<file path="src/rtl/uart_rx.sv">
// ---------------------------------------------------------------------------
// uart_rx -- UART receiver with a 4-entry receive FIFO and RTS flow control.
//
// Frame: 1 start bit, 8 data bits (LSB first), optional even parity,
// 1 stop bit.  Bits are sampled at the middle of each bit period.
//
// Optional feature: define UART_RX_PARITY_EN to expect one even-parity bit
// after bit 7.  Without it the receiver is 8N1 and contains no parity logic.
//
// Parameters
//   CLK_FREQ  clock frequency in Hz
//   BAUD      line bit rate in bit/s
// Ports
//   clock      system clock, rising edge
//   n_rst      asynchronous active-low reset
//   RxD        serial line, idle high, asynchronous to clock
//   RTS        1 = peer may send (FIFO holds at most 2 bytes)
//   rx_data    FIFO head byte (registered)
//   rx_valid   rx_data holds a valid byte (FIFO not empty)
//   rx_ready   consumer takes rx_data this cycle
//   frame_err  one-cycle pulse: bad stop bit (or bad parity)
//   overrun    one-cycle pulse: byte dropped because the FIFO was full
// ---------------------------------------------------------------------------
module uart_rx #(
    parameter int CLK_FREQ = 50_000_000,
    parameter int BAUD     = 115200
) (
    input  logic       clock,
    input  logic       n_rst,
    input  logic       RxD,
    output logic       RTS,
    output logic [7:0] rx_data,
    output logic       rx_valid,
    input  logic       rx_ready,
    output logic       frame_err,
    output logic       overrun
);

    localparam int DIV  = CLK_FREQ / BAUD;
    localparam int HALF = DIV / 2;
    localparam int CW   = $clog2(DIV);
    localparam logic [CW-1:0] DIV_LAST  = CW'(DIV - 1);
    localparam logic [CW-1:0] HALF_LAST = CW'(HALF - 1);

`ifdef UART_RX_PARITY_EN
    typedef enum logic [2:0] {IDLE, START, DATA, PARITY, STOP} state_t;
`else
    typedef enum logic [1:0] {IDLE, START, DATA, STOP} state_t;
`endif

    state_t          state_q, state_d;
    logic [1:0]      sync_q;
    logic            rxs;
    logic            rxs_prev_q;
    logic [1:0]      fill_q;
    logic            start_edge;
    logic [CW-1:0]   cnt_q;
    logic [2:0]      bit_idx_q;
    logic [7:0]      shift_q;
    logic            cnt_clr, shift_en, frame_done;
    logic            stop_good_q, stop_bad_q;
`ifdef UART_RX_PARITY_EN
    logic            par_sample;
    logic            par_err_q;
`endif

    // FIFO
    logic [7:0]      mem_q [4];
    logic [1:0]      rd_ptr_q, wr_ptr_q, rd_ptr_d;
    logic [2:0]      count_q, count_d;
    logic [7:0]      rx_data_q, head_d;
    logic            pop, full, wr_en, drop;
    logic            rts_q, frame_err_q, overrun_q;

    assign rxs = sync_q[1];

    // The synchronizer resets to 1, so the first two samples after reset are
    // not real line levels.  Edge detection waits until rxs and rxs_prev both
    // come from RxD, so a line held low through reset never looks like a
    // falling edge.
    assign start_edge = (fill_q == 2'd3) && rxs_prev_q && !rxs;

    // ---------------- FSM ----------------
    always_ff @(posedge clock or negedge n_rst) begin
        if (!n_rst) state_q <= IDLE;
        // NOTE: clocked state uses non-blocking assignments so every register
        // samples pre-edge values regardless of block ordering.
        else        state_q <= state_d;
    end

    always_comb begin
        // NOTE: every output of this block is defaulted first, so no path
        // leaves a signal unassigned and no latch is inferred.
        state_d    = state_q;
        cnt_clr    = 1'b0;
        shift_en   = 1'b0;
        frame_done = 1'b0;
`ifdef UART_RX_PARITY_EN
        par_sample = 1'b0;
`endif
        case (state_q)
            IDLE: if (start_edge) begin
                state_d = START;
                cnt_clr = 1'b1;
            end
            START: if (cnt_q == HALF_LAST) begin
                cnt_clr = 1'b1;
                state_d = rxs ? IDLE : DATA;   // high at mid start bit: glitch
            end
            DATA: if (cnt_q == DIV_LAST) begin
                cnt_clr  = 1'b1;
                shift_en = 1'b1;
                if (bit_idx_q == 3'd7) begin
`ifdef UART_RX_PARITY_EN
                    state_d = PARITY;
`else
                    state_d = STOP;
`endif
                end
            end
`ifdef UART_RX_PARITY_EN
            PARITY: if (cnt_q == DIV_LAST) begin
                cnt_clr    = 1'b1;
                par_sample = 1'b1;
                state_d    = STOP;
            end
`endif
            STOP: if (cnt_q == DIV_LAST) begin
                cnt_clr    = 1'b1;
                frame_done = 1'b1;
                state_d    = IDLE;             // ready for a back-to-back start
            end
            default: state_d = IDLE;
        endcase
    end

    // ---------------- line sampling datapath ----------------
    always_ff @(posedge clock or negedge n_rst) begin
        if (!n_rst) begin
            sync_q      <= 2'b11;
            rxs_prev_q  <= 1'b1;
            fill_q      <= 2'd0;
            cnt_q       <= '0;
            bit_idx_q   <= 3'd0;
            shift_q     <= 8'h00;
            stop_good_q <= 1'b0;
            stop_bad_q  <= 1'b0;
`ifdef UART_RX_PARITY_EN
            par_err_q   <= 1'b0;
`endif
        end else begin
            sync_q     <= {sync_q[0], RxD};
            rxs_prev_q <= rxs;
            if (fill_q != 2'd3) fill_q <= fill_q + 2'd1;

            if (cnt_clr || state_q == IDLE) cnt_q <= '0;
            else                            cnt_q <= cnt_q + CW'(1);

            if (state_q == START)  bit_idx_q <= 3'd0;
            else if (shift_en)     bit_idx_q <= bit_idx_q + 3'd1;

            if (shift_en) shift_q <= {rxs, shift_q[7:1]};
`ifdef UART_RX_PARITY_EN
            if (par_sample) par_err_q <= (rxs != ^shift_q);
            stop_good_q <= frame_done && rxs && !par_err_q;
            stop_bad_q  <= frame_done && (!rxs || par_err_q);
`else
            stop_good_q <= frame_done && rxs;
            stop_bad_q  <= frame_done && !rxs;
`endif
        end
    end

    // ---------------- receive FIFO ----------------
    always_comb begin
        pop      = (count_q != 3'd0) && rx_ready;
        full     = (count_q == 3'd4);
        wr_en    = stop_good_q && (!full || pop);
        drop     = stop_good_q && full && !pop;
        rd_ptr_d = pop ? rd_ptr_q + 2'd1 : rd_ptr_q;
        case ({wr_en, pop})
            2'b10:   count_d = count_q + 3'd1;
            2'b01:   count_d = count_q - 3'd1;
            default: count_d = count_q;
        endcase
        // Next head: the byte being written this edge if it lands in the slot
        // that becomes the head, otherwise the stored entry.
        head_d = rx_data_q;
        if (count_d != 3'd0)
            head_d = (wr_en && rd_ptr_d == wr_ptr_q) ? shift_q : mem_q[rd_ptr_d];
    end

    // NOTE: storage has no reset; entries are only read once written, and
    // leaving the array unreset lets it map onto plain register/RAM cells.
    always_ff @(posedge clock) begin
        if (wr_en) mem_q[wr_ptr_q] <= shift_q;
    end

    always_ff @(posedge clock or negedge n_rst) begin
        if (!n_rst) begin
            rd_ptr_q    <= 2'd0;
            wr_ptr_q    <= 2'd0;
            count_q     <= 3'd0;
            rx_data_q   <= 8'h00;
            rts_q       <= 1'b1;
            frame_err_q <= 1'b0;
            overrun_q   <= 1'b0;
        end else begin
            rd_ptr_q    <= rd_ptr_d;
            if (wr_en) wr_ptr_q <= wr_ptr_q + 2'd1;
            count_q     <= count_d;
            rx_data_q   <= head_d;
            rts_q       <= (count_q <= 3'd2);   // lags the count by one cycle
            frame_err_q <= stop_bad_q;
            overrun_q   <= drop;
        end
    end

    assign rx_valid  = (count_q != 3'd0);
    assign rx_data   = rx_data_q;
    assign RTS       = rts_q;
    assign frame_err = frame_err_q;
    assign overrun   = overrun_q;

endmodule
</file>
<file path="config.mk">
export PLATFORM = sky130hd
export DESIGN_NAME = uart_rx
export DESIGN_NICKNAME = d
export VERILOG_FILES = /design/src/rtl/uart_rx.sv
export SDC_FILE = /design/constraint.sdc
export NUM_CORES = 1
export LEC_CHECK = 0
export ABC_CLOCK_PERIOD_IN_PS = 3600
export CAP_MARGIN = 20
export CORE_MARGIN = 5
export CORE_UTILIZATION = 63
export CTS_BUF_LIST = sky130_fd_sc_hd__clkbuf_8
export CTS_CLUSTER_SIZE = 40
export DETAILED_ROUTE_END_ITERATION = 8
export PLACE_DENSITY = 0.82
export SKIP_LAST_GASP = 1
export SLEW_MARGIN = 20
export SYNTH_ARGS = -nofsm -noshare
export SYNTH_HDL_FRONTEND = slang
export SYNTH_SLANG_ARGS = --single-unit
</file>
<file path="constraint.sdc">
create_clock -name clock -period 3.6 [get_ports clock]
set_clock_uncertainty 0.05 [all_clocks]
set_input_delay 0.72 -clock clock [delete_from_list [all_inputs] [get_ports clock]]
set_output_delay 0.72 -clock clock [all_outputs]
set_load 0.05 [all_outputs]
</file>
After elaboration in Yosys (flattened, before gate mapping)

Memory sizes are Yosys's and may differ from the RTL's. A register that Yosys moved wholly into a read port is not among the register bits.
Index checks and enable logic that the tools add are counted.

Multiplexer cells: 20
Magnitude comparators: 1
Equality and inequality tests: 16
Reductions and logical operators: 20
$add $sub $neg: 7

Operators with widths:

| cell                  | number |
|---|---|
| $mux W2               | 7 |
| $ne A2 B2 Y1 const B  | 6 |
| $add A9 B1 Y9 const B | 1 |
| $eq A9 B8 Y1 const B  | 1 |
| $eq A9 B9 Y1 const B  | 1 |
| $mux W9               | 1 |
| $eq A2 B2 Y1 const B  | 4 |
| $logic_and A1 B1 Y1   | 8 |
| $pmux W2 S4           | 1 |
| $mux W1               | 7 |
| $add A2 B1 Y2 const B | 3 |
| $add A3 B1 Y3 const B | 2 |
| $eq A3 B3 Y1 const B  | 2 |
| $mux W3               | 2 |
| $pmux W3 S2           | 1 |
| $reduce_bool A3 Y1    | 2 |
| $reduce_and A5 Y1     | 1 |
| $eq A2 B1 Y1 const B  | 2 |
| $logic_not A1 Y1      | 4 |
| $le A3 B2 Y1 const B  | 1 |
| $pmux W1 S3           | 1 |
| $sub A3 B1 Y3 const B | 1 |
| $logic_not A2 Y1      | 1 |
| $logic_or A1 B1 Y1    | 2 |
| other kinds (2)       | 2 |

Input bits: 4
Memory bits (writable): 32
Logic and storage cells: 80
Memories: 1
Register bits after elaboration: 39
Output and inout port bits: 12

Memory list:

| name  | depth | bits a word | read ports | clocked after Yosys merged registers in | wr ports | line | RTL |
|---|---|---|---|---|---|---|---|
| mem_q | 4     | 8           | 1          | 1                                       | 1        | 68   | `logic [7:0] mem_q [4];` |

Depth between registers and ports, before layout

Gate-level depths: netlist of the first run.

Word-level depth: 7
Gate-level depth with buffers: 12
Mapped depth without buffers: 8

Worst setup path before layout of the first run

Ideal clock, no wire load.

Path kind: input to register
Start point: input port rx_ready
End point: register rx_data_q[6], in the netlist rx_data[6], read port of mem_q
Required time: 3.468 ns
Path slack: 0.338 ns
Arrival time: 3.130 ns
Path buffers: 4
Library setup time: 0.082 ns
Stages: 12
Path through: buf_2 o31a_1 buf_4 clkbuf_1 nand2b_1 fa_1 nand2b_1 o211ai_1 nand3_1 or3_1 buf_2 a31oi_1

Longest elaborated chain between the ends: 6
Elaborated cells on any way between the ends: 8
Classes of those cells: eq/ne: 2; mux: 2; reduce/logical: 4

RTL lines:

| element                                      | line | RTL |
|---|---|---|
| start, declared                              | 34   | `input logic rx_ready,` |
| $logic_and A1 B1 Y1 *                        | 176  | `pop = (count_q != 3'd0) && rx_ready;` |
| $logic_or A1 B1 Y1                           | 178  | `wr_en = stop_good_q && (!full \|\| pop);` |
| $logic_and A1 B1 Y1                          | 178  |  |
| $eq A2 B1 Y1 or $eq A2 B2 Y1 (tied branches) | 181  | `case ({wr_en, pop})` |
| $pmux W3 S2 *                                | 181  |  |
| via count_d[2]                               | 70   | `logic [2:0] count_q, count_d;` |
| $reduce_bool A3 Y1 *                         | 189  | `if (count_d != 3'd0)` |
| end, declared                                | 71   | `logic [7:0] rx_data_q, head_d;` |

Mark *: on every way through the listed nets, which the timed path passes. The rest lies on a longest branch.
A chain may end at the register's enable or synchronous reset.

Worst setup path in the final report of the first run

Start point: register count_q[1]
End point: register rx_data_q[6], in the netlist rx_data[6], read port of mem_q

Longest elaborated chain between the ends: 7
Elaborated cells on any way between the ends: 13
Classes of those cells: add/sub: 2; eq/ne: 3; mux: 2; reduce/logical: 6

RTL lines:

| element                                                 | line     | RTL |
|---|---|---|
| start, declared                                         | 70       |  |
| start signal, assigned                                  | 211      | `count_q <= count_d;` |
| $eq A3 B3 Y1 or $reduce_bool A3 Y1 (tied branches)      | 177, 176 |  |
| $logic_not A1 Y1 or $logic_and A1 B1 Y1 (tied branches) | 178, 176 |  |
| $logic_or A1 B1 Y1                                      | 178      |  |
| $logic_and A1 B1 Y1                                     | 178      |  |
| $eq A2 B1 Y1 or $eq A2 B2 Y1 (tied branches)            | 181      |  |
| $pmux W3 S2                                             | 181      |  |
| $reduce_bool A3 Y1                                      | 189      |  |

Parallel ways exist; a longest one is shown, timed or not.

==> results.py, run 1 <==
metrics = {
    "outcome": {
        "status": "finished clean",
    },
    "pwr": {
        "ir_drop_mv": 0.657,
        "power.leakage_uw": 0.00176,
        "power_density_mw_per_mm2": 728,
    },
    "finish": {
        "area_delta_synth_final_pct": 9.82,
        "final_cell_mix": "43 x dfrtp_1, 32 x edfxtp_1, 26 x nand2_1, 17 x nor3_1, 16 x nor2_1",
        "layout_commonest_cell": "dfrtp_1",
        "diodes": 0,
        "nets": 348,
        "fillers": 406,
        "layout-drive-gt1-share": 0.139,
    },
    "detailed_routing": {
        "routed-via-count": 2487,
        "totalWireLength_um": 6670,
        "wl_per_cell_um": 16.2,
        "postRouteAntennaNets": 0,
        "viasPerCell": 6.02,
        "drtIter0Drc": 147,
        "post-route-drc-count": 0,
        "firstDrtPassIters": 4,
    },
    "logic_synthesis": {
        "yosys_warnings": 0,
        "synth_cell_types": 49,
        "synthFlopType": "dfrtp_1",
        "netlist_instances": 323,
        "ys_ff_latch": 79,
        "async_reset_ff_frac": 0.595,
        "yosysSeqAreaShare": 0.557,
        "synthesis.area_mm2": 0.00385,
        "synth_edf_count": 32,
        "syn_area_per_cell_um2": 11.9,
        "synthesis.nets": 338,
    },
    "clock_network": {
        "post_cts_resized": 0,
        "cts_max_path_buffers": 2,
        "clk_latency_ns": 0.35,
        "numCtsBuffers": 9,
        "cts_tree": "built",
        "cts_hold_buf": 0,
        "ctsRootBufferMaster": "clkbuf_8",
        "cts.sinks": 79,
        "htree_num_levels": 3,
        "clkSlewWorstSetupHoldPaths_ns": 0.08,
        "post-cts-setup-buffer-count": 0,
    },
    "floorplanning": {
        "die_h_um": 88.1,
        "die_w_um": 88.1,
        "top_level_ports": 16,
        "dieArea_mm2": 0.00777,
        "start_util": 0.650,
        "core_mm2": 0.00592,
        "rows": 28,
    },
    "worst_setup_path": {
        "cp-end-kind": "flip-flop",
        "r2r-end": "rx_data[6]",
        "slowest_delay_ns": 0.94,
        "critPathTopFamily": "compound AO/OA/AOI/OAI gates",
        "cp.arrival_ns": 3.01,
        "crit_type": "flip-flop to flip-flop",
        "path_cells": "o31ai_4 > nor4_2 > o41ai_4 > o211ai_1 > a31oi_1",
        "start_kind": "flip-flop",
        "cp_data_required_time_ns": 3.82,
        "ff2ff_setup_slack_ns": 0.81,
        "r2r-start": "count_q[1]",
        "cp_slowest_cell": "o31ai_4",
        "ff2ff_path_depth": 5,
        "worst-path-stages": 5,
        "crit_buf_inv": 0,
        "critPathMaxFanout": 26,
    },
    "sta": {
        "slew_viol_final": 0,
        "rsz0062_at_grt": "false",
        "timing.hold.ws_ns": 0.308,
        "fmax_mhz": 358,
        "setup_tns_ns": 0,
        "setup_viol": 0,
        "worst_pin_slew_ns": 1.04,
        "period_needed_ns": 2.79,
        "hold_violations": 0,
        "max-slew-margin-rel": 0.309,
        "fin_crit_sh": 0.776,
    },
    "flow_run": {
        "maxCapViolations": 0,
    },
    "min_path": {
        "hold_depth": 0,
        "hold_end": "sync_q[1]",
        "worstHoldStart": "sync_q[0]",
        "min_path_type": "flip-flop to flip-flop",
    },
    "global_routing": {
        "grt_pass1_wl_um": 11700,
        "antenna_found_initial": 0,
        "grt_overflow": 0,
        "grt_pass1_vias": 2411,
        "grt_max_degree": 48,
        "grt.total_usage": 0.199,
    },
    "placed_design": {
        "port_buffers": 15,
        "gp_congestion": 0.768,
        "hpwl_um": 4530,
    },
}
==> routing by layer <==
layer / wire [um] / vias up / global-route usage
li1: - / 1213 / -
met1: 2980 / 1200 / 0.260
met2: 3200 / 63 / 0.322
met3: 372 / 11 / 0.0546
met4: 114 / 0 / 0.0742
met5: 0 / - / 0
==> state kept, by name (all words and copies together) (netlist names), named ones only <==
register     count
stop_good_q      1
rd_ptr_q         2
state_q          1
rx_data          8
bit_idx_q        3
wr_ptr_q         2
frame_err        1
sync_q           2
mem_q           32
RTS              1
cnt_q            9
count_q          3
fill_q           2
overrun          1
stop_bad_q       1
rxs_prev_q       1
shift_q          8
==> kinds of logic (layout without fill, tap and decap cells) <==
kind of cell             after synthesis  after routing  share of synthesized area
AND/OR/NAND/NOR                      110            110                      0.156
multiplexers                          20             20                     0.0559
AO/OA/AOI/OAI                         58             58                      0.123
flip-flops                            79             79                      0.557
XOR/XNOR                              14             14                     0.0338
buffers and inverters                 31             46                     0.0361
adder cells (fa/ha/maj)               11             11                     0.0377
==> cell usage after synthesis (9+ instances only) <==
cell / n / area, um^2
o21ai_0: 12 / 60.1
nor4_1: 9 / 56.3
clkbuf_1: 10 / 37.5
ha_1: 10 / 125
edfxtp_1: 32 / 961
nand2_1: 26 / 97.6
o211ai_1: 9 / 67.6
nor3_1: 17 / 85.1
mux2_2: 12 / 135
buf_2: 9 / 45.0
inv_1: 9 / 33.8
dfrtp_1: 43 / 1080
nor2_1: 16 / 60.1
==> final cells by class <==
type | count | area (um^2) | area share
clock inverter | 7 | 72.6 | 0.0172
multi-input combinational | 213 | 1570 | 0.371
tap | 75 | 93.8 | 0.0222
clock buffer | 9 | 124 | 0.0293
timing repair buffer | 21 | 193 | 0.0456
sequential | 79 | 2140 | 0.507
inverter | 9 | 33.8 | 0.00800
==> per-stage QoR <==
step	utilization	setup WS (ns)	cell area [um^2]	power, uW	cells
floorplan	-	0.338	3850	2170	323
global placement	0.680	0.590	4030	2400	397
detailed placement	0.680	0.499	4030	2450	397
CTS	0.713	0.816	4220	3100	413
global route	0.714	0.608	4230	3280	413
finish	0.714	0.805	4230	3080	413
==> power by group <==
part / total, uW / internal (uW) / leakage [uW] / switching [uW]
Sequential: 1160 / 1040 / 0.000967 / 114
Combinational: 1270 / 493 / 0.000692 / 778
Clock: 648 / 323 / 0.000101 / 325
Total: 3080 / 1860 / 0.00176 / 1220
==> how the worst max path moves through the flow <==
stage | from | end
after floorplan | rx_ready | rx_data[6]
after global placement | rx_ready | rx_data[6]
after detailed placement | rx_ready | rx_data[6]
after CTS | count_q[1] | rx_data[1]
after global routing | count_q[1] | rx_data[1]
final | count_q[1] | rx_data[6]
==> worst register-to-register path: stages (launching register included) <==
cell and delay (ns):
dfrtp_1 0.52, o31ai_4 0.95, nor4_2 0.16, o41ai_4 0.64, o211ai_1 0.23, a31oi_1 0.18
Note: power is estimated with default switching activity, not from simulation.
==> inputs of run 2 (changes only) <==
- ABC_CLOCK_PERIOD_IN_PS: 3600 -> 2700
- clock period: 3.6 -> 2.7 ns (I/O delays scaled with it)
==> run 2 against run 1 <==
Register-to-register slack worse by 0.54 ns. Combinational power up 44%. Critical path depth up 4. Worst hold slack worse by 0.17 ns. Utilization up 1.9 points. Global-route usage up 0.98 points. Critical endpoint is now rx_data[3]. Largest cell class unchanged.
==> results.py, run 2 (synthesis results as in run 1) <==
metrics = {
    "outcome": {
        "status": "finished clean",
    },
    "finish": {
        "fillers": 405,
        "diodes": 0,
        "nets": 358,
        "layout-drive-gt1-share": 0.175,
        "area_delta_synth_final_pct": 12.7,
        "largestRegisters": "mem_q (32), cnt_q (9)",
        "final_cell_mix": "43 x dfrtp_1, 32 x edfxtp_1, 26 x nand2_1, 17 x nor3_1",
        "postLayoutCoreUtil": 0.732,
        "layout_commonest_cell": "dfrtp_1",
        "largest_reg_flops": 32,
        "largest_register": "mem_q",
        "finalInstanceArea_mm2": 0.00434,
    },
    "worst_setup_path": {
        "critPathMaxFanout": 8,
        "r2r-start": "count_q[0]",
        "start_kind": "primary input",
        "cp.arrival_ns": 2.78,
        "crit_type": "primary input to flip-flop",
        "ff2ff_setup_slack_ns": 0.27,
        "cp-end-kind": "flip-flop",
        "ff2ff_path_depth": 8,
        "cp_data_required_time_ns": 2.91,
        "r2r-end": "rx_data[3]",
    },
    "floorplanning": {
        "core_mm2": 0.00592,
        "dieArea_mm2": 0.00777,
        "die_w_um": 88.1,
        "rows": 28,
        "top_level_ports": 16,
        "start_util": 0.650,
        "die_h_um": 88.1,
    },
    "placed_design": {
        "port_buffers": 15,
        "hpwl_um": 4800,
        "place_ws_ns": -0.228,
        "gp_congestion": 0.849,
        "placed_area_mm2": 0.00414,
    },
    "sta": {
        "period_needed_ns": 2.57,
        "fin_crit_sh": 0.950,
        "hold_violations": 0,
        "slew_viol_final": 0,
        "fmax_mhz": 390,
        "max-slew-margin-rel": 0.584,
        "setup_viol": 0,
        "worst_pin_slew_ns": 0.623,
        "rsz0062_at_grt": "false",
        "setup_slack_ns": 0.134,
        "timing.hold.ws_ns": 0.142,
    },
    "global_routing": {
        "antenna_found_initial": 0,
        "grt.total_usage": 0.209,
        "grt_overflow": 0,
        "grt_pass1_vias": 2568,
        "grt_pass1_wl_um": 12500,
        "grt_max_degree": 35,
    },
    "clock_network": {
        "clk_latency_ns": 0.34,
        "cts_max_path_buffers": 2,
        "clkSlewWorstSetupHoldPaths_ns": 0.08,
        "ctsRootBufferMaster": "clkbuf_8",
        "numCtsBuffers": 9,
        "htree_num_levels": 3,
        "post-cts-setup-buffer-count": 0,
        "post_cts_resized": 0,
        "cts.sinks": 79,
        "cts_hold_buf": 0,
        "cts_tree": "built",
    },
    "pwr": {
        "power.leakage_uw": 0.00182,
        "power_density_mw_per_mm2": 972,
        "finalPower_uw": 4220,
        "ir_drop_mv": 0.712,
    },
    "detailed_routing": {
        "wl_met3_um": 274,
        "wl_met2_um": 3420,
        "drtIter0Drc": 163,
        "postRouteAntennaNets": 0,
        "viasPerCell": 6.06,
        "top_layer": "met4",
        "routed-via-count": 2564,
        "post-route-drc-count": 0,
        "routedLengthMet1_um": 3140,
        "wl_per_cell_um": 16.3,
        "totalWireLength_um": 6910,
        "firstDrtPassIters": 4,
    },
    "flow_run": {
        "maxCapViolations": 0,
    },
    "min_path": {
        "min_path_type": "primary input to async pin",
    },
}
==> run 2: changes by cell type in the layout (fill, tap and decap cells not counted), moves of 2 or more <==
cell        previous run  this run
buf_4                  7        16
clkinv_1               0         2
clkinvlp_4             1         3
inv_6                  2         0
nand2b_1               4         2
nand2b_4               0         2
==> run 2: how the worst max path moves through the flow <==
stage	from	endpoint	slack [ns]	cells past startpoint
floorplan	rx_ready	rx_data[3]	-0.07	12
global placement	rx_ready	rx_data[4]	-0.18	9
detailed placement	rx_ready	rx_data[3]	-0.23	9
CTS	count_q[0]	rx_valid	0.01	3
global route	rx_ready	rx_data[0]	0.01	9
finish	rx_ready	rx_data[3]	0.13	9
==> run 2: worst max-delay path: stages <==
cell and delay, ns:
clkdlybuf4s50_1 0.48, o31a_1 0.21, nand2b_4 0.07, fa_2 0.35
nand2b_4 0.15, o211ai_1 0.21, nand3_2 0.09, or3_1 0.48
a31oi_1 0.21
==> run 2: per-layer routing <==
| metal | vias to the layer above | global-route usage |
|---|---|---|
| met1 | 1264 | 0.276 |
| met3 | 9 | 0.0405 |
| li1 | 1231 | - |
| met2 | 60 | 0.342 |
| met5 | - | 0 |
| met4 | 0 | 0.0852 |
==> run 2: cell type report <==
class / count / area (um^2) / share of cell area
Clock inverter: 6 / 60.1 / 0.0138
Clock buffer: 10 / 138 / 0.0317
Sequential cell: 79 / 2140 / 0.494
Multi-Input combinational cell: 213 / 1600 / 0.369
Tap cell: 75 / 93.8 / 0.0216
Inverter: 9 / 33.8 / 0.00779
Timing Repair Buffer: 31 / 268 / 0.0617
==> run 2: power breakdown <==
group / internal, uW / total, uW / switching [uW]
registers: 1390 / 1520 / 123
clock network: 446 / 866 / 421
logic: 743 / 1830 / 1090
total: 2580 / 4220 / 1630
==> run 2: per-stage QoR <==
| step | setup TNS, ns | std cells |
|---|---|---|
| after floorplan | -0.541 | 323 |
| after global placement | -1.45 | 407 |
| after detailed placement | -1.78 | 407 |
| after CTS | 0 | 423 |
| after global routing | 0 | 423 |
| final | 0 | 423 |
==> inputs of run 3 (changes only) <==
- CORE_ASPECT_RATIO: unset -> 2
==> run 3 against run 2 <==
Clock power shrank 4.4%. Utilization shrank 0.75 points. Total power is essentially flat. Critical endpoint is now rx_valid. Largest cell class unchanged. Largest power group unchanged. Highest routed layer unchanged.
==> results.py, run 3 (synthesis results as in run 1) <==
metrics = {
    "outcome": {
        "status": "finished clean",
    },
    "sta": {
        "hold_violations": 0,
        "worst_pin_slew_ns": 0.602,
        "setup_slack_ns": 0.0796,
        "fin_crit_sh": 0.971,
        "period_needed_ns": 2.62,
        "max-slew-margin-rel": 0.598,
        "setup_viol": 0,
        "slew_viol_final": 0,
        "setup_tns_ns": 0,
        "fmax_mhz": 382,
        "rsz0062_at_grt": "false",
    },
    "worst_setup_path": {
        "start_kind": "flip-flop",
        "slowest_delay_ns": 0.71,
        "critPathMaxFanout": 8,
        "cp_slowest_cell": "clkdlybuf4s50_1",
        "cp.arrival_ns": 2.03,
        "path_cells": "buf_4 > or3_1 > clkdlybuf4s50_1",
        "cp-end-kind": "output pin",
        "r2r-start": "count_q[0]",
        "ff2ff_path_depth": 8,
        "cp_data_required_time_ns": 2.11,
        "startpoint": "count_q[0]",
        "crit_type": "flip-flop to output pin",
    },
    "flow_run": {
        "maxCapViolations": 0,
    },
    "finish": {
        "area_delta_synth_final_pct": 13.2,
        "layout-drive-gt1-share": 0.190,
        "largestRegisters": "mem_q (32), cnt_q (9)",
        "largest_reg_flops": 32,
        "multi_input_area_mm2": 0.00161,
        "nets": 363,
        "finalInstanceArea_mm2": 0.00435,
        "layout_commonest_cell": "dfrtp_1",
        "final_cell_mix": "43 x dfrtp_1, 32 x edfxtp_1, 26 x nand2_1, 21 x buf_4, 17 x nor3_1",
        "fillers": 414,
        "final-seq-area_mm2": 0.00214,
        "diodes": 0,
        "fin_cells": 416,
        "largest_register": "mem_q",
    },
    "detailed_routing": {
        "routed-via-count": 2556,
        "totalWireLength_um": 7030,
        "postRouteAntennaNets": 0,
        "drtIter0Drc": 121,
        "viasPerCell": 6.14,
        "wl_per_cell_um": 16.9,
        "post-route-drc-count": 0,
        "firstDrtPassIters": 4,
    },
    "global_routing": {
        "antenna_found_initial": 0,
        "grt_pass1_vias": 2642,
        "grt_overflow": 0,
        "grt_pass1_wl_um": 12100,
        "grt.total_usage": 0.200,
        "grt_max_degree": 34,
    },
    "floorplanning": {
        "top_level_ports": 16,
        "start_util": 0.641,
        "rows": 40,
        "dieArea_mm2": 0.00786,
        "die_h_um": 121,
        "core_mm2": 0.00601,
        "die_w_um": 65.3,
    },
    "placed_design": {
        "gp_congestion": 0.786,
        "post-place-cells": 400,
        "hpwl_um": 5260,
        "port_buffers": 15,
        "placed_area_mm2": 0.00416,
        "place_ws_ns": -0.274,
    },
    "clock_network": {
        "cts.sinks": 79,
        "clkSlewWorstSetupHoldPaths_ns": 0.08,
        "numCtsBuffers": 9,
        "cts_max_path_buffers": 2,
        "cts_tree": "built",
        "post-cts-setup-buffer-count": 0,
        "post_cts_resized": 0,
        "cts_hold_buf": 0,
        "ctsRootBufferMaster": "clkbuf_8",
        "htree_num_levels": 3,
        "clk_latency_ns": 0.34,
    },
    "pwr": {
        "power_density_mw_per_mm2": 969,
        "power.leakage_uw": 0.00185,
        "ir_drop_mv": 0.584,
    },
    "min_path": {
        "min_path_type": "primary input to async pin",
    },
}
run 3: worst max-delay path: cells and delay by family (launching register included):
kind,cells,cell delay [ns]
flip-flops,1,0.45
AND/OR/NAND/NOR,1,0.33
buffers and inverters,2,0.91
run 3: metal layers:
layer | share of wire | global-route usage | vias to the layer above
li1 | - | - | 1238
met1 | 0.36 | 0.202 | 1260
met2 | 0.59 | 0.379 | 42
met3 | 0.021 | 0.0381 | 16
met4 | 0.024 | 0.0883 | 0
met5 | 0 | 0 | -
run 3: power by group:
part / switching, uW / internal (uW) / total, uW
Combinational: 1110 / 760 / 1870
Clock: 408 / 420 / 828
Sequential: 126 / 1390 / 1520
run 3: metrics by stage:
stage                     hold WS, ns  total power [uW]   util
after CTS                       0.148              4240  0.724
after detailed placement        0.289              3410  0.693
after global routing            0.173              4490  0.725
final                           0.144              4220  0.725
after floorplan                 0.194              2980      -
after global placement          0.285              3340  0.693
run 3: final timing paths:
path                         endpoint  slack [ns]
setup / recovery             rx_valid        0.08
hold / removal                overrun        0.14
setup reg to reg           rx_data[4]        0.35
hold reg to reg             frame_err        0.31
max in group asynchronous  rxs_prev_q        1.78
min in group clock          frame_err        0.31
run 3: cell type report:
class,instances,area share
Tap cell,63,0.0181
Timing Repair Buffer,36,0.0695
Multi-Input combinational cell,213,0.369
Clock buffer,9,0.0284
Inverter,9,0.00776
Clock inverter,7,0.0152
Sequential cell,79,0.492
